[config.mk]
export PLATFORM = sky130hd
export DESIGN_NAME = fir_coeff_bank_ctrl
export DESIGN_NICKNAME = d
export VERILOG_FILES = /design/src/rtl/fir_coeff_bank_ctrl.sv
export SDC_FILE = /design/constraint.sdc
export NUM_CORES = 2
export LEC_CHECK = 0
export CORE_MARGIN = 4
export CORE_UTILIZATION = 50
export DETAILED_ROUTE_END_ITERATION = 12
export GPL_TIMING_DRIVEN = 0
export HOLD_SLACK_MARGIN = 0.06
export PLACE_DENSITY = 0.74
export SYNTH_ARGS = -nofsm -noshare
export SYNTH_HDL_FRONTEND = slang
export SYNTH_SLANG_ARGS = --single-unit
[constraint.sdc]
create_clock -name clk -period 3.9 [get_ports clk]
set_clock_uncertainty 0.2 [all_clocks]
set_input_delay 0.39 -clock clk [delete_from_list [all_inputs] [get_ports clk]]
set_output_delay 0.39 -clock clk [all_outputs]
set_load 0.005 [all_outputs]
[src/rtl/fir_coeff_bank_ctrl.sv]
// Double-buffered FIR coefficient bank: software edits a shadow bank, and a commit
// copies it to the active bank on a sample boundary, then tracks pipeline drain.
module fir_coeff_bank_ctrl #(
    parameter int unsigned NUM_TAPS      = 32,
    parameter int unsigned COEFF_W       = 16,
    parameter int unsigned DRAIN_SAMPLES = 6
) (
    input  logic                          clk,
    input  logic                          rst_n,
    input  logic                          wr_en,
    input  logic [$clog2(NUM_TAPS)-1:0]   wr_addr,
    input  logic [COEFF_W-1:0]            wr_data,
    input  logic                          commit_req,
    input  logic                          fir_enable,
    input  logic                          sample_valid,
    output logic [NUM_TAPS*COEFF_W-1:0]   coeff_active,
    output logic                          commit_busy,
    output logic                          commit_done,
    output logic                          out_settled,
    output logic                          wr_err,
    output logic                          commit_err
);
    localparam int unsigned BANK_W = NUM_TAPS * COEFF_W;
    localparam int unsigned CNT_W  = $clog2(DRAIN_SAMPLES + 1);
    localparam logic [CNT_W-1:0] CNT_LAST = CNT_W'(DRAIN_SAMPLES - 1);

    typedef enum logic [1:0] {IDLE, ARMED, DRAIN} state_e;

    state_e            state_q, state_d;
    logic [CNT_W-1:0]  cnt_q, cnt_d;
    logic [BANK_W-1:0] shadow_q, active_q;
    logic              busy_q, busy_d;
    logic              done_q, done_d;
    logic              settled_q, settled_d;
    logic              wr_err_q, wr_err_d;
    logic              cmt_err_q, cmt_err_d;
    logic              copy;
    logic              shadow_we;

    // State register and all datapath registers
    always_ff @(posedge clk or negedge rst_n) begin
        if (!rst_n) begin
            state_q   <= IDLE;
            cnt_q     <= '0;
            shadow_q  <= '0;
            active_q  <= '0;
            busy_q    <= 1'b0;
            done_q    <= 1'b0;
            settled_q <= 1'b1;
            wr_err_q  <= 1'b0;
            cmt_err_q <= 1'b0;
        end else begin
            state_q   <= state_d;
            cnt_q     <= cnt_d;
            busy_q    <= busy_d;
            done_q    <= done_d;
            settled_q <= settled_d;
            wr_err_q  <= wr_err_d;
            cmt_err_q <= cmt_err_d;
            if (shadow_we) begin
                shadow_q[wr_addr*COEFF_W +: COEFF_W] <= wr_data;
            end
            if (copy) begin
                active_q <= shadow_q;
            end
        end
    end

    always_comb begin
        state_d = state_q;
        case (state_q)
            IDLE: begin
                if (commit_req) state_d = ARMED;
            end
            ARMED: begin
                if (sample_valid || !fir_enable) state_d = fir_enable ? DRAIN : IDLE;
            end
            DRAIN: begin
                // Disabling the FIR clears its pipeline, so the drain is already complete.
                if (!fir_enable || (sample_valid && cnt_q == CNT_LAST)) state_d = IDLE;
            end
            default: state_d = IDLE;
        endcase
    end

    always_comb begin
        copy      = (state_q == ARMED) && (sample_valid || !fir_enable);
        shadow_we = (state_q == IDLE) && wr_en;
        cnt_d     = cnt_q;
        if (copy) begin
            cnt_d = '0;
        end else if (state_q == DRAIN && fir_enable && sample_valid) begin
            cnt_d = cnt_q + 1'b1;
        end
        done_d    = (state_q != IDLE) && (state_d == IDLE);
        settled_d = settled_q;
        if (copy && fir_enable) settled_d = 1'b0;
        if (done_d) settled_d = 1'b1;
        busy_d    = (state_d != IDLE);
        wr_err_d  = wr_en && (state_q != IDLE);
        cmt_err_d = commit_req && (state_q != IDLE);
    end

    assign coeff_active = active_q;
    assign commit_busy  = busy_q;
    assign commit_done  = done_q;
    assign out_settled  = settled_q;
    assign wr_err       = wr_err_q;
    assign commit_err   = cmt_err_q;
endmodule

# --- After elaboration in Yosys (flattened, before gate mapping) ---
# Cells that the tools add are included.
op_classes:
  addsub: 2
  multipliers: 0
  div_mod_pow: 0
  magnitude_cmp: 0
  n_eq_ne: 3
  n_shift: 2
  muxes: 10
  bitwise_logic: 0
  n_reduce_logical: 18
op_table:
  columns: ["op", "n"]
  rows:
  - ["512-bit bitwise mux", 1]
  - ["16-bit by 34-bit variable shift with 512-bit output (first input constant)", 1]
  - ["16-bit by 34-bit indexed part select with 512-bit output", 1]
  - ["9-bit negator with 34-bit output", 1]
  - ["1-bit logical AND", 9]
  - ["2-bit two-way mux", 4]
  - ["2-bit nonzero test", 4]
  - ["3-bit two-way mux", 2]
  - ["2-bit case mux with 3 select lines", 1]
  - ["2-bit zero test", 2]
  - ["3-bit by 1-bit adder with 3-bit output (second input constant)", 1]
  - ["3-bit == test (second input constant)", 1]
  - ["2-bit by 1-bit == test with 1-bit output (second input constant)", 1]
  - ["2-bit == test (second input constant)", 1]
  - ["1-bit logical OR", 2]
  - ["1-bit two-way mux", 2]
  - ["1-bit zero test", 1]
totals:
  reg_bits: 1034
  latchBits: 0
  ramBits: 0
  romBits: 0
  inputBits: 27
  word_cells: 44
  memories: 0

# --- Logic depth before layout (Yosys ltp) ---
logic_depth:
  word_depth: 8
  depth_mapped: 12
  depth_no_buf: 8

# --- Worst setup path before layout ---
# Ideal clock, no wire load.
synth_timing:
  kind: "input -> register"
  start: "in wr_addr[1]"
  end: "reg shadow_q[432]"
  setup_time_ns: 0.125
  arrival_ns: 3.284
  required_ns: 3.575
  setup_slack_ns: 0.291
  path_stages: 11
  path_cell_list: "clkbuf_1 -> inv_1 -> ha_1 -> nor3b_1 -> ha_1 -> buf_2 -> or4b_4 -> nor3_4 -> and3_1 -> buf_2 -> mux2_2"
synth_via:
  elab_chain_cells: 3
synth_rtl:
  columns: ["element", "line_no", "source"]
  rows:
  - ["start: declaration", "11", "input logic [$clog2(NUM_TAPS)-1:0] wr_addr,"]
  - ["9-bit negator with 34-bit output (*)", "61", "shadow_q[wr_addr*COEFF_W +: COEFF_W] <= wr_data;"]
  - ["16-bit by 34-bit indexed part select with 512-bit output or 16-bit by 34-bit variable shift with 512-bit output (tied branches)", "61", null]
  - ["512-bit bitwise mux (*)", "61", null]
  - ["end signal: indexed assignment", "61", null]
  - ["end: declaration", "31", "logic [BANK_W-1:0] shadow_q, active_q;"]
# Mark *: on every way between the ends. The rest lies on a longest branch, timed or not.
# A chain may end at the register's enable or synchronous reset.

# --- Worst setup path in the final report ---
layout_timing:
  start: "in wr_addr[0]"
  end: "reg shadow_q[361]"
# Same word-level chain as after synthesis.

==> run summary <==
STATUS
-------------------------------------------------------------------------------
Outcome .......................................................... finished, final reports clean

GLOBAL ROUTING
-------------------------------------------------------------------------------
Vias in the first global route ...................................       26,384
Global router's overall resource usage ...........................       27.38%
Wire length of the first global-routing pass .....................     173.1 mm
Antenna violations before repair .................................           14
Pin count of the biggest net entering global routing .............          138
GRT overflow .....................................................            0

CLOCKING
-------------------------------------------------------------------------------
Clock insertion delay at the later pin of the skew report ........       660 ps
CTS tree .........................................................        built
Depth of the CTS H-tree ..........................................            3
Maximum root-to-sink buffer count ................................            3
Cts bufs inserted ................................................          104
CTS clk-pin slew, worst paths ....................................        60 ps
Sink count of the clock tree .....................................        1,034
Root Buffer Master ............................................... sky130_fd_sc_hd__clkbuf_16

LOGIC SYNTHESIS
-------------------------------------------------------------------------------
Synthesis-stage register bit count ...............................        1,034
Synthesis Warnings ...............................................            0
Post-Syn Area ....................................................   39,790 µm²
Dominant register cell in the synthesized netlist ................ sky130_fd_sc_hd__dfrtp_1
Number of enable-type register cells in the synthesized netlist ..            0
Net Count, Synth .................................................        2,684
Post-synth top area share ........................................       64.97%
Async S/R FF share, synth ........................................       100.0%
Post-synth top area cell ......................................... sky130_fd_sc_hd__dfrtp_1
Avg Synthesized Cell Area ........................................    15.00 µm²
Cell variety after synth .........................................           54
Seq/Total Area, Yosys ............................................       65.04%
Synthesized instance count .......................................        2,653
Synth top area cells ............................................. sky130_fd_sc_hd__dfrtp_1 (65%), sky130_fd_sc_hd__mux2_2 (25%), sky130_fd_sc_hd__nand2_1 (1.3%)

DETAILED ROUTING
-------------------------------------------------------------------------------
Number of design rule violations left after detail routing .......            0
Via count ........................................................       24,339
Number of DRC markers after the initial detailed-route iteration .        1,486
ANT nets after route .............................................            0
Initial DRT Pass Iterations ......................................            5
Wire length per cell .............................................     25.95 µm
Vias per cell ....................................................        5.450
Drt total wl .....................................................     115.9 mm

TIMING
-------------------------------------------------------------------------------
Number of setup violations in the final report ...................            0
Slew Limit Headroom ..............................................       4.647%
Maximum operating frequency ......................................   0.2605 GHz
Slew of the pin with the lowest slew margin ......................      1430 ps
RSZ-0062 raised after global routing .............................         true
Final hold violations ............................................            0
Final Cycle Share ................................................       98.42%
Number of max-slew violations in the final report ................            0
Min cycle time layout ............................................      3838 ps
Setup WS post-layout .............................................     61.66 ps

FLOORPLAN
-------------------------------------------------------------------------------
Placeable core area ..............................................   78,870 µm²
I/O pin cnt ......................................................          544
Chip height ......................................................     290.1 µm
Die Outline Area .................................................   84,150 µm²
Cell Rows ........................................................          103
Die W ............................................................     290.1 µm
Starting utilization of the core area ............................       50.44%

WORST SETUP PATH
-------------------------------------------------------------------------------
Required time reported for the critical path endpoint ............      4230 ps
Critical path launch point type ..................................    input pin
WP data arrival ..................................................      4170 ps
Type of element capturing the critical path ......................     register
Classification of the worst setup path ........................... input pin to register
Maximum fanout along the worst path ..............................           10

MIN PATH
-------------------------------------------------------------------------------
Hold crit path type .............................................. input pin to async pin

POWER AND IR DROP
-------------------------------------------------------------------------------
Power density of the placed cells ................................ 600.3 nW/µm²
Leakage power of the design ......................................     24.72 nW
Max rail drop VDD ................................................    0.3917 mV

FINISH
-------------------------------------------------------------------------------
Proportion of layout cells with a drive suffix above 1 ...........       34.45%
Relative area change from synthesis to final layout ..............       26.99%
Fillcell total ...................................................        5,703
Final #Nets ......................................................        3,351
Final design instance area without fill ..........................   50,520 µm²
Final std cells w/o fill .........................................        4,466

PLACE
-------------------------------------------------------------------------------
Cell area reported after detailed placement ......................   46,730 µm²
Placer's final routability congestion estimate ...................       0.8941
Total placed cells including tap cells ...........................        4,250
Port buffer count ................................................          539
Dpl ws ...........................................................    -911.1 ps
HPWL Detailed ....................................................     82.59 mm

RUN
-------------------------------------------------------------------------------
Number of max-capacitance violations reported ....................            0

-- sequential cells by signal, summed over array words and instances (netlist names) --
name and cells:
commit_done 1, coeff_active 512, out_settled 1, cnt_q 3, commit_err 1, shadow_q 512
wr_err 1, state_q 2, commit_busy 1
-- through the flow --
| stage | TNS (ps) | utilization [%] | power (W) | hold WS, ps |
|---|---|---|---|---|
| final | 0 | 64.06 | 0.03033 | 133.8 |
| after global routing | -11.60 | 64.03 | 0.03163 | 137.4 |
| after CTS | 0 | 63.91 | 0.03061 | 118.7 |
| after detailed placement | -313300 | 59.25 | 0.02018 | 269.4 |
| after global placement | - | 58.95 | 0.02000 | 261.1 |
| after floorplan | 0 | - | 0.01618 | -105.6 |
-- cells in the mapped netlist (all sizes together), types with 9 or more instances --
| library cell | number |
|---|---|
| nor3 | 29 |
| nand4 | 17 |
| nor2 | 59 |
| buf | 48 |
| inv | 59 |
| nand3 | 17 |
| o21ai | 85 |
| mux2i | 41 |
| clkbuf | 113 |
| nand2 | 144 |
| dfrtp | 1033 |
| mux2 | 902 |
| and2 | 31 |
| a21oi | 9 |
| and3 | 23 |
-- power breakdown --
part           internal [W]  leakage (nW)  switching, W
Sequential           0.0127          13.8       0.00110
Clock               0.00614          1.77       0.00420
Combinational       0.00362          9.17       0.00253
Total                0.0225          24.7       0.00783
-- layout by cell type, fill, tap and decap left out, types with 9 or more instances in the layout --
master                            count
sky130_fd_sc_hd__nand2_1            140
sky130_fd_sc_hd__clkbuf_8            25
sky130_fd_sc_hd__and3_1              23
sky130_fd_sc_hd__o21ai_0             82
sky130_fd_sc_hd__buf_2               39
sky130_fd_sc_hd__nor3_1              25
sky130_fd_sc_hd__bufinv_16           10
sky130_fd_sc_hd__mux2_2             882
sky130_fd_sc_hd__mux2i_1             41
sky130_fd_sc_hd__clkbuf_1           129
sky130_fd_sc_hd__buf_4               13
sky130_fd_sc_hd__nand4_1             17
sky130_fd_sc_hd__nor2_1              55
sky130_fd_sc_hd__dfrtp_1           1033
sky130_fd_sc_hd__clkdlybuf4s50_1    538
sky130_fd_sc_hd__and2_1              31
sky130_fd_sc_hd__inv_1               59
sky130_fd_sc_hd__mux2_4              20
sky130_fd_sc_hd__clkbuf_16          106
sky130_fd_sc_hd__a21oi_1              9
sky130_fd_sc_hd__clkinv_2            21
-- path summary, 6_finish.rpt --
check,cells past startpoint,slack (ps),endpoint,startpoint
worst max-delay path,12,60,shadow_q[361],wr_addr[0]
worst min-delay path,2,130,coeff_active[298],rst_n
worst max register to register,5,620,coeff_active[92],state_q[0]
worst min register to register,2,280,shadow_q[115],shadow_q[115]
max in group asynchronous,6,730,shadow_q[157],rst_n
min in group clk,2,150,commit_err,commit_req
-- what timing repair did --
action / CTS / global route
hold buffers: 1 / 0
pin swaps: 1 / 3
endpoints found under the setup margin: 108 / 159
endpoints found under the hold margin: 99 / 0
setup buffers: 4 / 9
gates resized for setup: 4 / 8
-- kinds of logic after synthesis --
family                     after synthesis  share of synthesized area (%)
muxes                                  943                          26.75
DFF                                   1034                          65.04
buffers and inverters                  220                          2.252
and+or+nand+nor                        346                          4.419
adders and majority gates                4                         0.1258
AOI/OAI and AO/OA                      104                          1.371
xor gates and xnor gates                 2                        0.04404
-- critical path, cell delays in order --
cell and delay, ps:
sky130_fd_sc_hd__clkdlybuf4s50_1 560, sky130_fd_sc_hd__buf_2 250, sky130_fd_sc_hd__inv_1 80, sky130_fd_sc_hd__ha_1 270
sky130_fd_sc_hd__nor3b_1 170, sky130_fd_sc_hd__ha_1 270, sky130_fd_sc_hd__buf_2 180, sky130_fd_sc_hd__or4b_4 610
sky130_fd_sc_hd__nor2_1 280, sky130_fd_sc_hd__nand3_2 410, sky130_fd_sc_hd__buf_2 380, sky130_fd_sc_hd__mux2_2 300
-- metal layers --
metal	GRT usage (%)	vias up	wire [µm]
li1	-	10566	-
met3	7.355	218	8021
met5	0	-	23
met4	10.16	4	4910
met2	46.01	729	56640
met1	34.23	12822	46310
-- cell type report --
class / instances / area, µm² / area share, %
well taps: 1050 / 1314 / 2.600
plain buffers: 161 / 678.2 / 1.342
flip-flops and latches: 1034 / 25880 / 51.21
clock inverters: 44 / 540.5 / 1.070
clock buffers: 150 / 3068 / 6.072
repair buffers: 561 / 5753 / 11.39
inverters: 59 / 221.5 / 0.4383
diodes: 8 / 20.02 / 0.03962
multi-input cells: 1399 / 13050 / 25.84
Note: power is estimated with default switching activity, not from simulation.
